## config.mk

```make
export PLATFORM = sky130hd
export DESIGN_NAME = pipe_sel_mux
export DESIGN_NICKNAME = d
export VERILOG_FILES = /design/src/rtl/pipe_sel_mux_pkg.sv /design/src/rtl/pipe_sel_mux_sat_counter.sv /design/src/rtl/pipe_sel_mux.sv
export SDC_FILE = /design/constraint.sdc
export NUM_CORES = 1
export LEC_CHECK = 0
export CELL_PAD_IN_SITES_DETAIL_PLACEMENT = 0
export CELL_PAD_IN_SITES_GLOBAL_PLACEMENT = 2
export CORE_MARGIN = 5
export CORE_UTILIZATION = 22
export CTS_CLUSTER_DIAMETER = 30
export DETAILED_ROUTE_END_ITERATION = 7
export GPL_ROUTABILITY_DRIVEN = 0
export HOLD_SLACK_MARGIN = 0.15
export PLACE_DENSITY_LB_ADDON = 0.1
export SKIP_CTS_REPAIR_TIMING = 1
export SYNTH_ARGS = -nofsm -noshare
export SYNTH_HDL_FRONTEND = slang
export SYNTH_SLANG_ARGS = --single-unit
```

## constraint.sdc

```tcl
create_clock -name clk -period 1.75 [get_ports clk]
set_input_delay 0.2625 -clock clk [delete_from_list [all_inputs] [get_ports clk]]
set_output_delay 0.2625 -clock clk [all_outputs]
set_load 0.005 [all_outputs]
```

## src/rtl/pipe_sel_mux_pkg.sv

```systemverilog
// Shared definitions for the RV32 operand-forwarding select stage.
// Holds the forward-select encodings, default sizes and a saturating-increment helper.
package pipe_sel_mux_pkg;

  localparam int DEFAULT_WIDTH = 32;
  localparam int DEFAULT_CNT_W = 8;

  typedef enum logic [1:0] {
    FWD_RF    = 2'd0,
    FWD_EXMEM = 2'd1,
    FWD_MEMWB = 2'd2
  } fwd_sel_e;

  // Snapshot of the error status, handy for binding checkers to one signal.
  typedef struct packed {
    logic       sticky;
    logic [7:0] count;
  } err_status_t;

  // Increment by one, holding at the all-ones value instead of wrapping.
  function automatic logic [31:0] sat_inc(input logic [31:0] val, input int unsigned w);
    logic [31:0] max_val;
    max_val = (w >= 32) ? 32'hFFFF_FFFF : ((32'd1 << w) - 32'd1);
    sat_inc = (val >= max_val) ? max_val : (val + 32'd1);
  endfunction

endpackage

```

## src/rtl/pipe_sel_mux_sat_counter.sv

```systemverilog
// Saturating up-counter with synchronous clear; an increment in the same cycle as a
// clear restarts the count at one so the triggering event is never lost.
module sat_counter
  import pipe_sel_mux_pkg::*;
#(
  parameter int CNT_W = DEFAULT_CNT_W
) (
  input  logic             clk,
  input  logic             reset,
  input  logic             clr,
  input  logic             inc,
  output logic [CNT_W-1:0] count
);

  logic [CNT_W-1:0] count_q;
  logic [CNT_W-1:0] count_d;
  logic [31:0]      count_ext;
  logic [31:0]      count_inc;

  assign count_ext = 32'(count_q);
  assign count_inc = sat_inc(count_ext, CNT_W);

  always_comb begin
    count_d = count_q;
    if (inc) begin
      count_d = clr ? CNT_W'(1) : count_inc[CNT_W-1:0];
    end else if (clr) begin
      count_d = '0;
    end
  end

  always_ff @(posedge clk or posedge reset) begin
    if (reset) begin
      count_q <= '0;
    end else begin
      count_q <= count_d;
    end
  end

  assign count = count_q;

endmodule

```

## src/rtl/pipe_sel_mux.sv

```systemverilog
// Registered N-way operand select with stall/flush and illegal-select error status.
// Stream semantics: in_valid qualifies in_data/sel on a load edge; there is no ready --
// stall holds the stage, flush inserts a bubble (flush > stall > load).
module pipe_sel_mux
  import pipe_sel_mux_pkg::*;
#(
  parameter int WIDTH  = DEFAULT_WIDTH,
  parameter int NUM_IN = 3,
  parameter int SEL_W  = 2,
  parameter int CNT_W  = DEFAULT_CNT_W
) (
  input  logic                    clk,
  input  logic                    reset,
  input  logic [NUM_IN*WIDTH-1:0] in_data,
  input  logic [SEL_W-1:0]        sel,
  input  logic                    in_valid,
  input  logic                    stall,
  input  logic                    flush,
  input  logic                    err_clr,
  output logic [WIDTH-1:0]        out_data,
  output logic                    out_valid,
  output logic                    err_sticky,
  output logic [CNT_W-1:0]        err_count,
  output logic [SEL_W-1:0]        err_sel
);

  if (NUM_IN < 2 || NUM_IN > 16 || (1 << SEL_W) < NUM_IN) begin : g_bad_params
    $error("pipe_sel_mux: NUM_IN must be 2..16 and fit in SEL_W bits");
  end

  logic [WIDTH-1:0] sel_data;
  logic             sel_legal;
  logic             load;
  logic             err_event;

  logic [WIDTH-1:0] data_q,   data_d;
  logic             valid_q,  valid_d;
  logic             sticky_q, sticky_d;
  logic [SEL_W-1:0] esel_q,   esel_d;

  // An equality test against an X/Z select is never true, so unknown selects fall
  // through to the zero default and are flagged illegal.
  always_comb begin
    sel_data  = '0;
    sel_legal = 1'b0;
    for (int k = 0; k < NUM_IN; k++) begin
      if (sel == SEL_W'(k)) begin
        sel_data  = in_data[k*WIDTH +: WIDTH];
        sel_legal = 1'b1;
      end
    end
  end

  assign load      = !flush && !stall;
  assign err_event = load && in_valid && !sel_legal;

  always_comb begin
    data_d  = data_q;
    valid_d = valid_q;
    if (flush) begin
      data_d  = '0;
      valid_d = 1'b0;
    end else if (!stall) begin
      data_d  = sel_data;
      valid_d = in_valid;
    end
  end

  // Clear is independent of stall/flush; a same-cycle error event takes precedence.
  always_comb begin
    sticky_d = sticky_q;
    esel_d   = esel_q;
    if (err_event) begin
      sticky_d = 1'b1;
      esel_d   = sel;
    end else if (err_clr) begin
      sticky_d = 1'b0;
      esel_d   = '0;
    end
  end

  always_ff @(posedge clk or posedge reset) begin
    if (reset) begin
      data_q   <= '0;
      valid_q  <= 1'b0;
      sticky_q <= 1'b0;
      esel_q   <= '0;
    end else begin
      data_q   <= data_d;
      valid_q  <= valid_d;
      sticky_q <= sticky_d;
      esel_q   <= esel_d;
    end
  end

  sat_counter #(
    .CNT_W (CNT_W)
  ) u_err_cnt (
    .clk   (clk),
    .reset (reset),
    .clr   (err_clr),
    .inc   (err_event),
    .count (err_count)
  );

  assign out_data   = data_q;
  assign out_valid  = valid_q;
  assign err_sticky = sticky_q;
  assign err_sel    = esel_q;

endmodule

```

* Yosys cells after proc, flatten, opt, wreduce, memory -nomap -nowiden
Cells that the tools add are included. Widths: inputs -> output; s select.
Operators by class: $add $sub $neg 1, order comparisons 1, eq/ne operators 3, multiplexer cells 18, reductions and logical operators 8
Operator list (number):
- $mux 32 | 5
- $mux 8 | 4
- $add 8x1->8 const B | 1
- $ge 8x8->1 const B | 1
- $mux 1 | 7
- $mux 2 | 2
- $logic_and 1x1->1 | 3
- $logic_not 1->1 | 3
- $eq 2x1->1 const B | 1
- $eq 2x2->1 const B | 1
- $logic_not 2->1 | 1
- $ne 2x1->1 const B | 1
- $reduce_bool 2->1 | 1
Storage, ports and cells: flip-flop bits (word level) 44, input bits 104, output and inout bits 44, logic and storage cells 36

* Logic depth before layout (Yosys ltp)
depth in word-level cells 7, mapped depth 6, gate-level depth less buffers 4

* Hierarchy
Synthesis repeated with hierarchy kept, for this count alone.
Second synthesis, totals: cell total of the unflattened synthesis 280, area total of the unflattened synthesis 2975.4 µm²
By module, submodules not included:
- pipe_sel_mux | instances 1, cells each 236, area an instance 2529.9 µm², seq. area each 900.9 µm²
- sat_counter | instances 1, cells each 44, area an instance 445.4 µm², seq. area each 200.2 µm²

* Worst setup path before layout
No wires, ideal clock.
path kind reg-to-reg, from register u_err_cnt.count_q[0], in the netlist u_err_cnt.count[0], to register u_err_cnt.count_q[5], in the netlist u_err_cnt.count[5], setup time 0.120 ns, arrival 1.451 ns, data required time 1.630 ns, slack 0.180 ns, cell stages (with the launch flop) 6, path buffers 1, period minus slack after synthesis 1.570 ns, cell sequence dfrtp_1 -> ha_1 -> and4_1 -> buf_2 -> a2111o_1 -> and3_1
Between the ends: word-level cells in the longest chain between the ends 4, elaborated cells between the ends (all ways) 5, those cells by class add/sub: 1; order compare: 1; mux: 3
Ends and longest elaborated chain:
- start, declared | RTL line pipe_sel_mux_sat_counter.sv:15 | logic [CNT_W-1:0] count_q;
- start signal, assigned | RTL line pipe_sel_mux_sat_counter.sv:36 | count_q <= count_d;
- $add 8x1->8 / $ge 8x8->1 (equally long branches) | RTL line pipe_sel_mux_pkg.sv:24 | sat_inc = (val >= max_val) ? max_val : (val + 32'd1);
- $mux 8 (*) | RTL line pipe_sel_mux_pkg.sv:24
- $mux 8 (*) | RTL line pipe_sel_mux_sat_counter.sv:26 | count_d = clr ? CNT_W'(1) : count_inc[CNT_W-1:0];
- $mux 8 (*) | RTL line pipe_sel_mux_sat_counter.sv:25 | if (inc) begin
Mark *: on every way between the ends. The rest lies on a longest branch, timed or not. A chain may end at the register's enable or synchronous reset.

* Final worst setup path
from register u_err_cnt.count_q[2], in the netlist u_err_cnt.count[2], to output port err_count[2]
RTL lines:
- end, declared | RTL line pipe_sel_mux.sv:23 | output logic [CNT_W-1:0] err_count,
No word-level cell between the ends.

==> qor.csv <==
stage,metric,value,unit
worst_setup_path,Worst setup EP type,primary output,
worst_setup_path,RR Startpoint,u_err_cnt.count[0]$_DFFE_PP0P_,
route,routed len/inst,16.4,um
clock_network,clk sinks,44,
sta,Slew headroom,65.5,%
placement,DPL Wire Length,7450,um
synth,syn avg cell area,9.66,um^2
sta,Clock Skew,0.00140,ns
route,Initial DRC Count,129,
synth,Syn Inst Count,285,
clock_network,TritonCTS clock tree,yes,
floorplan,Die Span X,122,um
final_layout,final net count,539,
pwr,Overall Power,2.78,mW
sta,Hold Slack,0.335,ns
synth,Post-Synth Adder-Cell Area,0.455,%
global_route,initial antenna violation count,0,
clock_network,CTS Buf Count,5,
clock_network,clock tree buffer depth,2,
worst_setup_path,crit path max fanout,8,
sta,max-slew violation count,0,
hold_path,Hold Crit Class,in2async,
route,Vias,2684,
route,total wire length,9890,um
floorplan,Die H,122,um
synth,Syn. warnings,0,
worst_setup_path,Crit-path slowest cell,clkdlybuf4s50_1,
global_route,first-pass GRT wire length,15800,um
synth,ys flop type,dfrtp_1,
worst_setup_path,"reg-to-reg slack, setup",0.15,ns
pwr,LEAKAGE,1.88,nW
floorplan,DIE AREA,14800,um^2
worst_setup_path,crit start category,register,
worst_setup_path,worst path required time,1.49,ns
clock_network,later-pin clock latency in the skew report,0.28,ns
final_layout,share of cells above drive strength 1,10.6,%
worst_setup_path,r2r worst-path depth,4,
sta,FMAX,0.613,GHz
worst_setup_path,RR Endpoint,u_err_cnt.count[5]$_DFFE_PP0P_,
sta,Worst-Margin Slew,0.516,ns
synth,syn nets,390,
placement,IO Port Bufs,147,
pwr,Worst IR Drop VDD,0.000436,V
synth,"EDFF count, synth",0,
synth,sequential-to-total area share from yosys stat,40.0,%
floorplan,I/O pin total,148,
synth,area of the mapped netlist,2750,um^2
synth,#FFs+latches synth,44,
run,max cap viols,0,
synth,"top cells by area, synth","dfrtp_1, mux2i_1, a221oi_1, a21oi_1, or2_1",
final_layout,Layout area overhead,67.3,%
synth,XOR/XNOR Fraction of Synth Area,0,%
run_status,status,"finished, final reports clean",
synth,Synth area leader,dfrtp_1,
worst_setup_path,buffer and inverter count on the worst path,1,
synth,post-synth top area share,40.0,%
pwr,PD cells,605,nW/um^2
global_route,vias in the first global route,3017,
route,antenna-violating nets left,0,
route,TritonRoute pass-1 iters,6,
synth,Post-synth ARST share,100,%
clock_network,Clock Pin Slew Worst Setup and Hold Paths,0.07,ns
sta,RSZ-0062 raised after global routing,no,
clock_network,root buf cell,clkbuf_16,
route,vias per inst,4.45,
worst_setup_path,Crit Path Class,reg2out,
clock_network,H-tree levels,2,
floorplan,row cnt,40,
sta,Final min period,1.63,ns
worst_setup_path,critical path data arrival time,1.37,ns
global_route,pin count of the biggest net entering global routing,47,
route,remaining routing DRC violations,0,
synth,largest family of logic cells by synthesized area,compound AO/OA/AOI/OAI gates,
sta,TNS Setup,0,ns
floorplan,Initial Util,22.6,%
floorplan,core area,12200,um^2
worst_setup_path,CP Cell Sequence,clkdlybuf4s50_1,
worst_setup_path,Critical Path Max Stage Delay,0.57,ns
sta,Final setup viols,0,
final_layout,ANT cells,0,
sta,Final Cycle Share,93.3,%
synth,Netlist cell types,39,
synth,mux cell area share after synthesis,12.4,%
worst_setup_path,family with the most delay on the worst path,buffers and inverters,
synth,Post-Synth Simple-Gate Area,12.9,%
sta,final hold viol count,0,
global_route,GRT overflow,0,
global_route,GRT Total Usage,13.4,%
synth,Synth Area in Compound Gates,22.7,%
-- metal layers --
| layer | wire length [um] | vias up | track usage (%) | share of wire [%] |
|---|---|---|---|---|
| li1 | - | 1316 | - | - |
| met1 | 4310 | 1273 | 16.7 | 44 |
| met2 | 4780 | 91 | 23.1 | 48 |
| met3 | 732 | 4 | 3.81 | 7.4 |
| met4 | 68 | 0 | 2.94 | 0.69 |
| met5 | 0 | - | 0 | 0 |
-- sequential cells by signal, summed over array words and instances (netlist names) --
signal           count
err_sel              2
err_sticky           1
out_data            32
out_valid            1
u_err_cnt.count      8
-- layout by cell type, fill, tap and decap left out, types with 2 or more instances in the layout --
master | Yosys | routed
buf_12 | 0 | 4
or2_2 | 6 | 6
or2_1 | 26 | 26
nand3_1 | 2 | 2
and3_1 | 2 | 2
buf_2 | 5 | 3
clkbuf_16 | 0 | 5
nor2_1 | 4 | 4
buf_4 | 1 | 15
a311oi_1 | 2 | 2
o21ai_0 | 5 | 5
inv_1 | 42 | 41
nand4b_1 | 2 | 2
a21oi_1 | 37 | 37
nand2_1 | 2 | 2
dfrtp_1 | 44 | 44
a221oi_1 | 25 | 25
mux2i_1 | 33 | 33
a211oi_1 | 3 | 3
nor2b_1 | 3 | 2
clkdlybuf4s50_1 | 0 | 144
a221oi_2 | 7 | 7
-- kinds of logic after synthesis --
| logic type | after synthesis |
|---|---|
| buf+inv | 66 |
| simple gates | 55 |
| fa+ha+maj | 1 |
| compound gates | 85 |
| flops | 44 |
| mux | 34 |
-- worst max-delay path by stage --
stage	depth (start not counted)	from	to	slack, ns
2_1_floorplan	5	u_err_cnt.count[0]$_DFFE_PP0P_	u_err_cnt.count[5]$_DFFE_PP0P_	0.18
3_3_place_gp	5	sel[1]	u_err_cnt.count[6]$_DFFE_PP0P_	0.02
3_5_place_dp	5	sel[1]	out_data[11]$_DFFE_PP0P_	-0.04
4_1_cts	1	u_err_cnt.count[2]$_DFFE_PP0P_	err_count[2]	0.12
5_1_grt	4	u_err_cnt.count[0]$_DFFE_PP0P_	u_err_cnt.count[3]$_DFFE_PP0P_	0.02
6_report	1	u_err_cnt.count[2]$_DFFE_PP0P_	err_count[2]	0.12
-- Yosys cell counts, types with 3 or more instances --
master    count
a211oi_1      3
a21oi_1      37
a221oi_1     25
a221oi_2      7
buf_2         5
buf_6         5
clkbuf_1     10
dfrtp_1      44
inv_1        42
mux2i_1      33
nor2_1        4
nor2b_1       3
o21ai_0       5
or2_1        26
or2_2         6
-- report_power, final --
part | total, mW | switching, mW | leakage (nW) | internal [mW]
combinational | 0.709 | 0.269 | 1.22 | 0.440
clock | 0.972 | 0.402 | 0.0701 | 0.570
sequential | 1.10 | 0.0301 | 0.585 | 1.07
total | 2.78 | 0.701 | 1.88 | 2.08
-- final cells by class --
type | count | area (um^2)
timing repair buffer | 166 | 1650
fill | 1264 | 7560
clock inverter | 1 | 7.51
clock buffer | 7 | 143
inverter | 42 | 158
tap | 168 | 210
multi-input combinational | 175 | 1340
sequential | 44 | 1100
-- metrics by stage --
stage          area, um^2  std cells  setup slack, ns  util [%]
6_report             4600        603            0.118      37.9
3_3_place_gp         4450        595           0.0175      36.6
5_1_grt              4600        603           0.0212      37.9
2_1_floorplan        2750        285            0.180         -
3_5_place_dp         4450        595          -0.0449      36.6
4_1_cts              4600        603            0.124      37.9
Power figures use the tool's default switching activity.
